<file path="src/rtl/router_slice_idata_rx.sv">
`default_nettype none
// ============================================================================
// Module   : router_slice_idata_rx
// Brief    : Fabric-to-router ingress receiver with a 2-entry skid buffer,
//            a head/tail framing policer and a forwarded-packet counter.
//            Optional parity check enabled by ROUTER_IDATA_PARITY_EN.
// Revision : 1.0 - initial release
// ============================================================================
module router_slice_idata_rx #(
    parameter int DATA_W = 32,
    parameter int CNT_W  = 16
) (
    input  logic              clk,
    input  logic              reset,
    input  logic              idata_valid,
    output logic              idata_ready,
    input  logic [DATA_W-1:0] idata_data,
    input  logic              idata_head,
    input  logic              idata_tail,
`ifdef ROUTER_IDATA_PARITY_EN
    input  logic              idata_parity,
`endif
    output logic              flit_valid,
    input  logic              flit_ready,
    output logic [DATA_W-1:0] flit_data,
    output logic              flit_head,
    output logic              flit_tail,
    output logic              err_framing,
    output logic              err_parity,
    output logic [CNT_W-1:0]  pkt_count
);

    localparam int c_ENT_W = DATA_W + 2;

    typedef enum logic [0:0] {
        ST_IDLE = 1'b0,
        ST_BODY = 1'b1
    } state_t;

    state_t               r_state_q, w_state_d;
    logic                 r_ready_q, w_ready_d;
    logic [1:0]           r_occ_q, w_occ_d;
    logic [c_ENT_W-1:0]   r_ent0_q, w_ent0_d;
    logic [c_ENT_W-1:0]   r_ent1_q, w_ent1_d;
    logic                 r_err_framing_q, w_err_framing_d;
    logic [CNT_W-1:0]     r_cnt_q, w_cnt_d;

    logic                 w_in_fire;
    logic                 w_push;
    logic                 w_pop;
    logic [c_ENT_W-1:0]   w_in_ent;

    always_comb begin
        w_in_fire = idata_valid && r_ready_q;
        w_pop     = (r_occ_q != 2'd0) && flit_ready;
        // Stray body flits arriving in IDLE are consumed but never stored.
        w_push    = w_in_fire && (idata_head || (r_state_q == ST_BODY));
        w_in_ent  = {idata_data, idata_head, idata_tail};

        w_state_d = r_state_q;
        w_ent0_d  = r_ent0_q;
        w_ent1_d  = r_ent1_q;
        w_cnt_d   = r_cnt_q;

        if (w_push) begin
            w_state_d = idata_tail ? ST_IDLE : ST_BODY;
        end

        // Violation: a non-head in IDLE, or a head while a packet is open.
        w_err_framing_d = w_in_fire && (idata_head == (r_state_q == ST_BODY));

        if (w_pop) begin
            w_ent0_d = r_ent1_q;
        end
        if (w_push) begin
            if ((r_occ_q == 2'd0) || ((r_occ_q == 2'd1) && w_pop)) begin
                w_ent0_d = w_in_ent;
            end else begin
                w_ent1_d = w_in_ent;
            end
        end

        w_occ_d   = r_occ_q + 2'(w_push) - 2'(w_pop);
        w_ready_d = (w_occ_d < 2'd2);

        if (w_pop && r_ent0_q[0]) begin
            w_cnt_d = r_cnt_q + CNT_W'(1);
        end
    end

    always_ff @(posedge clk) begin
        if (reset) begin
            r_state_q       <= ST_IDLE;
            r_ready_q       <= 1'b0;
            r_occ_q         <= 2'd0;
            r_ent0_q        <= '0;
            r_ent1_q        <= '0;
            r_err_framing_q <= 1'b0;
            r_cnt_q         <= '0;
        end else begin
            r_state_q       <= w_state_d;
            r_ready_q       <= w_ready_d;
            r_occ_q         <= w_occ_d;
            r_ent0_q        <= w_ent0_d;
            r_ent1_q        <= w_ent1_d;
            r_err_framing_q <= w_err_framing_d;
            r_cnt_q         <= w_cnt_d;
        end
    end

    assign idata_ready = r_ready_q;
    assign flit_valid  = (r_occ_q != 2'd0);
    assign flit_data   = r_ent0_q[c_ENT_W-1:2];
    assign flit_head   = r_ent0_q[1];
    assign flit_tail   = r_ent0_q[0];
    assign err_framing = r_err_framing_q;
    assign pkt_count   = r_cnt_q;

`ifdef ROUTER_IDATA_PARITY_EN
    logic r_err_parity_q;
    logic w_err_parity_d;

    // Even parity: the sideband bit must equal the XOR of the payload.
    always_comb begin
        w_err_parity_d = w_in_fire && ((^idata_data) != idata_parity);
    end

    always_ff @(posedge clk) begin
        if (reset) begin
            r_err_parity_q <= 1'b0;
        end else begin
            r_err_parity_q <= w_err_parity_d;
        end
    end

    assign err_parity = r_err_parity_q;
`else
    assign err_parity = 1'b0;
`endif

endmodule
`default_nettype wire

</file>
<file path="config.mk">
export PLATFORM = sky130hd
export DESIGN_NAME = router_slice_idata_rx
export DESIGN_NICKNAME = d
export VERILOG_FILES = /design/src/rtl/router_slice_idata_rx.sv
export SDC_FILE = /design/constraint.sdc
export NUM_CORES = 1
export LEC_CHECK = 0
export ABC_AREA = 1
export CORE_MARGIN = 2
export CORE_UTILIZATION = 40
export CTS_BUF_LIST = sky130_fd_sc_hd__clkbuf_2
export DETAILED_ROUTE_END_ITERATION = 7
export GPL_TIMING_DRIVEN = 0
export PLACE_DENSITY = 0.7
export SYNTH_ARGS = -nofsm -noshare
export SYNTH_HDL_FRONTEND = slang
export SYNTH_SLANG_ARGS = --single-unit
</file>
<file path="constraint.sdc">
create_clock -name clk -period 2.58 [get_ports clk]
set_clock_uncertainty 0.2 [all_clocks]
set_input_delay 0.645 -clock clk [delete_from_list [all_inputs] [get_ports clk]]
set_output_delay 0.645 -clock clk [all_outputs]
set_load 0.01 [all_outputs]
</file>
==> metrics.md <==
| Metric | Value |
|---|---|
| Worst hold path depth | 2 |
| Antenna-violating nets left | 0 |
| Seq/Total Area, Yosys | 47.5% |
| Worst reg-to-reg setup slack | 0.45 ns |
| DR DRC count | 0 |
| Mapped Cells | 500 |
| Die area | 0.0102 sq mm |
| Leak pwr | 1.87 nW |
| Area after DPL | 0.00478 sq mm |
| Yosys warnings | 0 |
| Fmax | 398 MHz |
| Final Util | 53.8% |
| DR iter-0 viols | 113 |
| Post-Syn Nets | 541 |
| #FFs+latches synth | 89 |
| Cell Pwr Density | 763 mW/mm^2 |
| H-tree depth | 3 |
| Drt pass-1 iters | 5 |
| Core box area | 0.00915 sq mm |
| Die span in x | 101 microns |
| Die H | 101 microns |
| Cell area after layout | 0.00492 sq mm |
| Hold_sp | reset |
| RR Endpoint | r_occ_q[1] |
| Clock-pin transition on the worst setup and hold timing paths | 0.23 ns |
| Status | finished clean |
| Reg2Reg Depth | 11 |
| Area grow syn2layout | 31.3% |
| Commonest non-fill, non-tap cell in the layout | nand2_1 |
| Fin crit share | 97.3% |
| Vias per inst | 5.16 |
| Hpwl dp | 7.04 mm |
| Unique masters post-synth | 30 |
| Hold endpoint | r_occ_q[1] |
| Sink Count | 89 |
| Most frequent cells in the layout | nand2_1, nor2_1, clkdlybuf4s50_1 |
| Port bufs | 89 |
| Gr ovfl total | 0 |
| Final worst slack | 0.0689 ns |
| Max VDD drop | 0.324 mV |
| Final setup violation count | 0 |
| Fillcell total | 886 |
| EDFF count, synth | 0 |
| Tmin final | 2.51 ns |
| Startpoint Class | register |
| WS Path Type | reg2out |
| Synthesized area | 0.00375 sq mm |
| Crit path DAT | 1.67 ns |
| Max Cap Viol | 0 |
| N_diodes | 0 |
| Nets | 641 |
| Slew headroom | 61.1% |
| Initial Utilization | 41.0% |
| DR WL/cell | 13.9 microns |
| Crit Reg-Reg Startpoint | r_occ_q[0] |
| Antenna violations before repair | 0 |
| Dpl ws | -0.278 ns |
| Share of cells above drive strength 1 | 7.93% |
| RD Place Congestion | 0.889 |
| Slew @ Worst Pin | 0.584 ns |
| Vias after detailed routing | 3695 |
| Later-pin clock latency in the skew report | 0.55 ns |
| Final Hold Fails | 0 |
| CTS tree | done |
| Clock Root Buffer | clkbuf_2 |
| GRT Total Usage | 20.1% |
| Mapped Avg Cell Area | 7.50 sq um |
| CP Data Required Time | 1.74 ns |
| Post-synthesis async set-or-reset flop share | 0% |
| DRT Wirelength | 9.98 mm |
| I/O pins | 92 |
| Final slew viol count | 0 |
| Vias in the first global route | 3494 |
| Worst-case clock buffer depth | 2 |
| CTS Buf Count | 9 |
| RSZ-0062 raised after global routing | false |
| HP Class | in2reg |
| Worst-path maximum fanout | 4 |
| Tot Pwr | 3.76 mW |
| First-pass GRT wire length | 16.4 mm |
| CP Capture Type | output pin |
| Pin count of the biggest net entering global routing | 16 |
| # hold bufs at CTS | 0 |
| Top_reg_cell synth | dfxtp_1 |
| Site Rows | 35 |
## Yosys cell counts, types with 4 or more instances
master / number / share of area, %
nor3_1: 6 / 0.80
nand3_1: 10 / 1.3
nand4_1: 4 / 0.67
clkbuf_1: 12 / 1.2
nand2_1: 103 / 10
a21oi_1: 10 / 1.3
inv_1: 25 / 2.5
nor2_1: 95 / 9.5
buf_6: 4 / 1.2
nor2_4: 4 / 1.2
a31oi_1: 33 / 5.5
dfxtp_1: 89 / 47
inv_2: 5 / 0.50
o21ai_0: 71 / 9.5
buf_2: 5 / 0.67
## final cells by class
type	count	area, sq um	area share (%)
sequential	89	1790	36.3
multi-input combinational	352	1670	33.9
timing repair buffer	89	891	18.1
buffer	29	186	3.79
tap	111	139	2.82
inverter	30	113	2.29
clock inverter	7	93.8	1.91
clock buffer	9	45.0	0.915
## where the power goes
group	switching (mW)	leakage (nW)	internal [mW]
sequential	0.127	0.723	1.58
clock	0.496	0.0799	0.321
combinational	0.691	1.06	0.548
total	1.31	1.87	2.45
## how the worst max path moves through the flow
stage                from    endpoint  cells past startpoint
2_1_floorplan  idata_head  r_occ_q[1]                     11
3_3_place_gp   flit_ready  r_occ_q[1]                     10
3_5_place_dp   idata_head  r_occ_q[1]                     12
4_1_cts        r_occ_q[0]  flit_valid                      3
5_1_grt        r_occ_q[0]  flit_valid                      3
6_report       r_occ_q[0]  flit_valid                      3
## flip-flops by register name, summed over array words and instances (netlist names)
| register | count |
|---|---|
| r_occ_q | 2 |
| idata_ready | 1 |
| r_state_q | 1 |
| r_ent1_q | 34 |
| r_ent0_q | 34 |
| pkt_count | 16 |
| err_framing | 1 |
## critical path, stage by stage, from the launching register on
cell	delay, ns
dfxtp_4	0.43
inv_1	0.07
nand2_4	0.10
clkdlybuf4s50_1	0.54
## logic make-up after synthesis
logic type	count (synthesis)	synth area share (%)
DFF	89	47.5
xor gates and xnor gates	3	0.701
AOI/OAI and AO/OA	117	17.1
adders and majority gates	3	1.00
other	1	0.100
buffers and inverters	59	7.97
and+or+nand+nor	228	25.7
## layer usage
layer	global-route usage, %	part of all wire [%]	wire (microns)	vias up
met5	0	0	0	-
met4	6.85	1.2	120	0
met3	4.02	6.2	617	13
met2	31.6	46	4540	128
met1	27.5	47	4700	1711
li1	-	-	-	1843
## stage by stage
stage | setup TNS (ns) | std cells | hold slack [ns]
2_1_floorplan | 0 | 500 | 0.244
3_3_place_gp | -3.40 | 700 | 0.254
3_5_place_dp | -5.15 | 700 | 0.260
4_1_cts | 0 | 716 | 0.156
5_1_grt | 0 | 716 | 0.173
6_report | 0 | 716 | 0.179
## what timing repair did
item | CTS | global route
endpoints found under the setup margin | 1 | 1
resized for setup | 2 | 1
setup buffers | 0 | 0
No activity file was read; power rests on OpenSTA's default activity.
